`src/rtl/rv32i_types.sv`:
```
// Shared types for the branch predictor: counter type, queued-update record and
// the saturating counter step.
package rv32i_types;

   localparam int unsigned BRP_IDX_W_MAX = 16;

   typedef logic [1:0] brp_ctr_t;

   typedef struct packed {
      logic [BRP_IDX_W_MAX-1:0] idx;
      logic                     taken;
   } brp_upd_t;

   localparam brp_ctr_t BRP_CTR_INIT = 2'b01;

   typedef enum logic [1:0] {StInit, StIdle, StRd, StWb} brp_state_e;

   function automatic brp_ctr_t brp_ctr_next(input brp_ctr_t ctr, input logic taken);
      brp_ctr_t nxt;
      nxt = ctr;
      if (taken && (ctr != 2'b11)) begin
         nxt = ctr + 2'b01;
      end else if (!taken && (ctr != 2'b00)) begin
         nxt = ctr - 2'b01;
      end
      return nxt;
   endfunction

endpackage

```
`src/rtl/brp_upd_fifo.sv`:
```
// Small FIFO of resolved branches awaiting their PHT read-modify-write.
module brp_upd_fifo
   import rv32i_types::*;
#(
   parameter int unsigned DEPTH = 4
) (
   input  logic     clk,
   input  logic     rst,
   input  logic     push_i,
   input  brp_upd_t push_data_i,
   input  logic     pop_i,
   output brp_upd_t head_o,
   output logic     full_o,
   output logic     empty_o
);

   localparam int unsigned PtrW = $clog2(DEPTH);

   brp_upd_t          mem_q [DEPTH];
   logic [PtrW:0]     wr_ptr_q, wr_ptr_d;
   logic [PtrW:0]     rd_ptr_q, rd_ptr_d;

   always_ff @(posedge clk) begin
      if (rst) begin
         wr_ptr_q <= '0;
         rd_ptr_q <= '0;
      end else begin
         wr_ptr_q <= wr_ptr_d;
         rd_ptr_q <= rd_ptr_d;
      end
   end

   always_ff @(posedge clk) begin
      if (push_i) begin
         mem_q[wr_ptr_q[PtrW-1:0]] <= push_data_i;
      end
   end

   // Extra pointer bit distinguishes full from empty.
   always_comb begin
      wr_ptr_d = wr_ptr_q + {{PtrW{1'b0}}, push_i};
      rd_ptr_d = rd_ptr_q + {{PtrW{1'b0}}, pop_i};
   end

   assign empty_o = (wr_ptr_q == rd_ptr_q);
   assign full_o  = (wr_ptr_q[PtrW] != rd_ptr_q[PtrW]) &&
                    (wr_ptr_q[PtrW-1:0] == rd_ptr_q[PtrW-1:0]);
   assign head_o  = mem_q[rd_ptr_q[PtrW-1:0]];

endmodule

```
`src/rtl/brp_update_arbiter.sv`:
```
// Owns the single PHT port: initial sweep, fetch lookups, and queued resolution
// updates retired as read-modify-write in idle port cycles.
module brp_update_arbiter
   import rv32i_types::*;
#(
   parameter int unsigned IDX_W      = 8,
   parameter int unsigned DEPTH      = 4,
   parameter int unsigned STARVE_LIM = 8
) (
   input  logic             clk,
   input  logic             rst,
   input  logic             lookup_req,
   input  logic [31:0]      lookup_pc,
   output logic             lookup_grant,
   output logic             lookup_valid,
   output logic             lookup_pred,
   input  logic             res_valid,
   input  logic [31:0]      res_pc,
   input  logic             res_taken,
   input  logic             res_mispredicted,
   output logic             res_ready,
   output logic             tbl_en,
   output logic             tbl_we,
   output logic [IDX_W-1:0] tbl_idx,
   output brp_ctr_t         tbl_wdata,
   input  brp_ctr_t         tbl_rdata,
   output logic             busy_init,
   output logic [31:0]      c_total,
   output logic [31:0]      c_correct
);

   localparam int unsigned StarveW = $clog2(STARVE_LIM + 1);

   brp_state_e         state_q, state_d;
   logic [IDX_W-1:0]   init_idx_q, init_idx_d;
   logic [StarveW-1:0] starve_q, starve_d;
   brp_ctr_t           ctr_q, ctr_d;
   logic               lookup_valid_q;
   logic [31:0]        c_total_q, c_total_d, c_correct_q, c_correct_d;

   logic               fifo_push, fifo_pop, fifo_full, fifo_empty;
   brp_upd_t           push_data, head;
   logic [IDX_W-1:0]   lookup_idx, res_idx, head_idx;
   logic               contend, preempt;
   logic               unused_bits;

   assign lookup_idx = lookup_pc[IDX_W+1:2];
   assign res_idx    = res_pc[IDX_W+1:2];
   assign head_idx   = head.idx[IDX_W-1:0];
   assign push_data  = '{idx: BRP_IDX_W_MAX'(res_idx), taken: res_taken};
   assign unused_bits = ^{lookup_pc[31:IDX_W+2], lookup_pc[1:0], res_pc[31:IDX_W+2],
                          res_pc[1:0], head.idx[BRP_IDX_W_MAX-1:IDX_W]};

   assign contend   = !fifo_empty && ((state_q == StIdle) || (state_q == StWb));
   assign preempt   = contend && (starve_q >= StarveW'(STARVE_LIM));
   assign busy_init = (state_q == StInit);
   assign res_ready = !fifo_full && !busy_init;
   assign fifo_push = res_valid && res_ready;

   brp_upd_fifo #(
      .DEPTH (DEPTH)
   ) u_fifo (
      .clk         (clk),
      .rst         (rst),
      .push_i      (fifo_push),
      .push_data_i (push_data),
      .pop_i       (fifo_pop),
      .head_o      (head),
      .full_o      (fifo_full),
      .empty_o     (fifo_empty)
   );

   always_ff @(posedge clk) begin
      if (rst) begin
         state_q <= StInit;
      end else begin
         state_q <= state_d;
      end
   end

   always_comb begin
      state_d    = state_q;
      init_idx_d = init_idx_q;
      unique case (state_q)
         StInit: begin
            init_idx_d = init_idx_q + IDX_W'(1);
            if (&init_idx_q) state_d = StIdle;
         end
         StIdle:  if (!lookup_grant && !fifo_empty) state_d = StRd;
         StRd:    state_d = StWb;
         StWb:    if (!lookup_grant) state_d = StIdle;
         default: state_d = StInit;
      endcase
   end

   // Port gated during rst so an abandoned write-back never reaches the table.
   always_comb begin
      lookup_grant = 1'b0;
      tbl_en       = 1'b0;
      tbl_we       = 1'b0;
      tbl_idx      = lookup_idx;
      tbl_wdata    = BRP_CTR_INIT;
      fifo_pop     = 1'b0;
      if (!rst) begin
         unique case (state_q)
            StInit: begin
               tbl_en  = 1'b1;
               tbl_we  = 1'b1;
               tbl_idx = init_idx_q;
            end
            StIdle: begin
               if (lookup_req && !preempt) begin
                  lookup_grant = 1'b1;
                  tbl_en       = 1'b1;
               end else if (!fifo_empty) begin
                  tbl_en  = 1'b1;
                  tbl_idx = head_idx;
               end
            end
            StRd: begin
               lookup_grant = lookup_req;
               tbl_en       = lookup_req;
            end
            StWb: begin
               if (lookup_req && !preempt) begin
                  lookup_grant = 1'b1;
                  tbl_en       = 1'b1;
               end else begin
                  tbl_en    = 1'b1;
                  tbl_we    = 1'b1;
                  tbl_idx   = head_idx;
                  tbl_wdata = brp_ctr_next(ctr_q, head.taken);
                  fifo_pop  = 1'b1;
               end
            end
            default: ;
         endcase
      end
   end

   always_comb begin
      starve_d    = starve_q;
      ctr_d       = ctr_q;
      c_total_d   = c_total_q;
      c_correct_d = c_correct_q;
      if (fifo_empty || preempt) begin
         starve_d = '0;
      end else if (contend && lookup_grant) begin
         starve_d = starve_q + StarveW'(1);
      end
      if (state_q == StRd) ctr_d = tbl_rdata;
      if (fifo_push) begin
         c_total_d = c_total_q + 32'd1;
         if (!res_mispredicted) c_correct_d = c_correct_q + 32'd1;
      end
   end

   always_ff @(posedge clk) begin
      if (rst) begin
         init_idx_q     <= '0;
         starve_q       <= '0;
         ctr_q          <= '0;
         lookup_valid_q <= 1'b0;
         c_total_q      <= '0;
         c_correct_q    <= '0;
      end else begin
         init_idx_q     <= init_idx_d;
         starve_q       <= starve_d;
         ctr_q          <= ctr_d;
         lookup_valid_q <= lookup_grant;
         c_total_q      <= c_total_d;
         c_correct_q    <= c_correct_d;
      end
   end

   assign lookup_valid = lookup_valid_q;
   assign lookup_pred  = lookup_valid_q & tbl_rdata[1];
   assign c_total      = c_total_q;
   assign c_correct    = c_correct_q;

endmodule

```
`config.mk`:
```
export PLATFORM = sky130hd
export DESIGN_NAME = brp_update_arbiter
export DESIGN_NICKNAME = d
export VERILOG_FILES = /design/src/rtl/rv32i_types.sv /design/src/rtl/brp_upd_fifo.sv /design/src/rtl/brp_update_arbiter.sv
export SDC_FILE = /design/constraint.sdc
export NUM_CORES = 1
export LEC_CHECK = 0
export BUFFER_PORTS_ARGS = -buffer_cell sky130_fd_sc_hd__buf_2
export CORE_ASPECT_RATIO = 1.2
export CORE_UTILIZATION = 50
export DETAILED_ROUTE_END_ITERATION = 12
export GPL_ROUTABILITY_DRIVEN = 0
export HOLD_SLACK_MARGIN = 0.06
export PLACE_DENSITY = 0.81
export SLEW_MARGIN = 20
export SYNTH_ARGS = -nofsm -noshare
export SYNTH_HDL_FRONTEND = slang
export SYNTH_HIERARCHICAL = 1
export SYNTH_SLANG_ARGS = --single-unit
```
`constraint.sdc`:
```
create_clock -name clk -period 4 [get_ports clk]
set_input_delay 0 -clock clk [delete_from_list [all_inputs] [get_ports clk]]
set_output_delay 0 -clock clk [all_outputs]
set_load 0.02 [all_outputs]
```
==> out/qor_table.md <==
| Metric | Reported |
|:---|:---|
| Run status | complete, no violations |
| Endpoint of the worst-slack reg-to-reg timing path | u_fifo/rd_ptr_q[2]$_SDFF_PP0_ |
| Type of destination of the critical path | output port |
| Fraction of final layout cells sized beyond drive strength 1 | 23.3% |
| Final worst slack | 0.859 ns |
| Req. time, crit path | 4.00 ns |
| Critical Path, Cell by Cell | xor2_1 -> nor3b_1 -> nor2_1 -> o21ai_1 -> nand2_1 -> o21ai_0 -> buf_2 |
| Max_slew headroom | 31.9% |
| Number of antenna violations at the first check in global routing | 0 |
| Power per cell area | 441 nW/um^2 |
| Number of inserted diodes | 0 |
| Post-detailed-placement half-perimeter wirelength | 8640 um |
| Proportion of power drawn by combinational gates | 12.0% |
| Initial DRC count | 146 |
| Sw Pwr | 827 uW |
| First-pass detailed-route iteration total | 4 |
| Port Buffers | 104 |
| Setup repair after global routing missed its margin | no |
| Clock tree from TritonCTS | yes |
| Via count of the first global-routing pass | 4357 |
| Number of buffers added by the clock tree synthesis step | 17 |
| Maximum clock rate | 318 MHz |
| Critical Path Start Type | register |
| Critical path peak fanout | 11 |
| Combined global-route utilization of all metal layers | 21.2% |
| Synthesis-to-finish area growth | 22.6% |
| Wirelength per Cell | 14.5 um |
| Die Footprint | 12000 um^2 |
| Tightest Hold Check Type | in2reg |
| Clock-pin slew on the worst setup and hold paths | 0.05 ns |
| H-tree levels | 4 |
| Tcrit/Tclk final | 78.5% |
| Worst-skew pair later-pin latency | 0.40 ns |
| Hold buffer count at CTS | 12 |
| Detailed-route via count | 4532 |
| Proportion of power drawn by flip-flops and latches | 43.0% |
| Overall power consumption | 3.14 mW |
| Worst Setup EP | tbl_idx[0] |
| Width of the die | 100 um |
| Start of the worst register-to-register path | u_fifo/rd_ptr_q[1]$_SDFF_PP0_ |
| Effective utilization at floorplan | 52.1% |
| Yosys Warn Count | 6 |
| Number of max-slew violations in the final report | 0 |
| Clock buffer depth | 2 |
| Clock power frac | 45.0% |
| R2R Setup Slk | 1.22 ns |
| Minimum clock period after layout | 3.14 ns |
| Max Clock Skew | 0.00461 ns |
| Setup repair bufs after CTS | 0 |
| Mean instance size in the synthesized netlist | 10.3 um^2 |
| Number of endpoints with negative hold slack in the final report | 0 |
| Clock root buffer | clkbuf_16 |
| Total routed wirelength | 12300 um |
| Number of nets produced by synthesis | 652 |
| Leak pwr | 2.90 nW |
| Grt total ovfl | 0 |
| Worst R2R Path Depth | 10 |
| Peak supply drop | 0.000303 V |
| Sw frac | 26.4% |
| Worst slack at placement | 1.23 ns |
| Number of placement rows | 42 |
| Floorplan Core Area | 11100 um^2 |
| Internal power component | 2.31 mW |
| Cells after synthesis | 562 |
| CP max stage delay | 0.76 ns |
| Die height | 120 um |
| Crit-path slowest cell | nor3b_1 |
| Sink Count | 123 |
| Setup TNS after final layout | 0 ns |
| Total DRC errors in the routed layout | 0 |
| I/O pin total | 153 |
| Count of cells resized by post-cts repair | 0 |
| Max-Cap Viols | 0 |
| Least-Margin Pin Slew | 1.02 ns |
| Setup Viol. Count Final | 0 |
| Via density | 5.34 |
| CP arrival | 3.14 ns |
| Count of nets left with antenna violations after detail routing | 0 |
| Launching instance or port of the critical path | u_fifo/rd_ptr_q[1]$_SDFF_PP0_ |
| Worst hold slack across all endpoints | 0.113 ns |
| Global-route wire length before repair | 20000 um |
| Pin count of the biggest net entering global routing | 54 |
| Total Nets Final | 771 |
| Worst setup path category | reg2out |
| Synthesized area | 5800 um^2 |
-- critical path: cells and delay by family (launching register included) --
family                 cells  cell delay (ns)
AND/OR/NAND/NOR            3             1.02
AO/OA/AOI/OAI              2             0.77
flip-flops                 1             0.61
buffers and inverters      1             0.20
XOR/XNOR                   1             0.15
-- power by group through the flow --
| stage | clock, mW | combinational, mW | sequential (mW) |
|---|---|---|---|
| 2_1_floorplan | 0 | 0.247 | 1.37 |
| 3_3_place_gp | 0 | 0.350 | 1.37 |
| 3_5_place_dp | 0 | 0.366 | 1.38 |
| 4_1_cts | 1.43 | 0.377 | 1.35 |
| 5_1_grt | 1.49 | 0.412 | 1.35 |
| 6_report | 1.41 | 0.377 | 1.35 |
-- cell usage in the layout (no fill, tap or decap), types with 6 or more instances in the layout --
cell type / n
a21oi_1: 9
and2_1: 7
and3_1: 8
and4_1: 7
buf_2: 104
buf_4: 6
clkbuf_16: 17
clkinv_4: 6
dfxtp_1: 87
dlygate4sd3_1: 12
edfxtp_1: 36
ha_1: 18
inv_1: 17
mux2i_1: 7
nand2_1: 39
nand3_1: 27
nand4_1: 23
nor2_1: 91
nor2b_1: 7
nor3_1: 14
o21ai_0: 10
or3_1: 6
xnor2_1: 30
xor2_1: 43
-- metal layers --
layer  up-vias  routed length (um)  track usage, %
met5         -                   0               0
met4         0                 173            8.51
met3        12                 565            5.13
met2       120                6410            37.5
met1      2192                5130            24.4
li1       2208                   -               -
-- flip-flops by register name, indices dropped and copies added (netlist names) --
register,count
u_fifo/mem_q,36
u_fifo/wr_ptr_q,3
c_correct,32
init_idx_q,8
state_q,2
u_fifo/rd_ptr_q,3
ctr_q,2
starve_q,4
lookup_valid,1
c_total,32
-- stage by stage --
step	utilization, %	std cells	cell area, um^2
4_1_cts	63.9	848	7120
5_1_grt	63.9	848	7120
3_5_place_dp	57.8	804	6440
3_3_place_gp	57.8	804	6440
2_1_floorplan	-	562	5800
6_report	63.9	848	7120
-- worst min-delay path by stage --
stage                     startpoint                             to  slack (ns)  cells after the start
after floorplan                  rst  u_fifo/rd_ptr_q[0]$_SDFF_PP0_        0.07                      1
after global placement     res_pc[3]   u_fifo/mem_q[2][2]$_DFFE_PP_        0.21                      1
after detailed placement   res_pc[2]   u_fifo/mem_q[2][1]$_DFFE_PP_        0.21                      1
after CTS                 lookup_req        lookup_valid$_SDFF_PP0_         0.1                      3
after global routing      lookup_req        lookup_valid$_SDFF_PP0_        0.11                      3
final                     lookup_req        lookup_valid$_SDFF_PP0_        0.11                      3
-- area by class of cell --
class / instances / area, um^2
multi-input combinational: 400 / 2800
timing repair buffer: 122 / 686
sequential: 123 / 2820
clock buffer: 18 / 429
tap: 154 / 193
inverter: 17 / 63.8
fill: 899 / 4030
clock inverter: 14 / 126
Note: power is estimated with default switching activity, not from simulation.
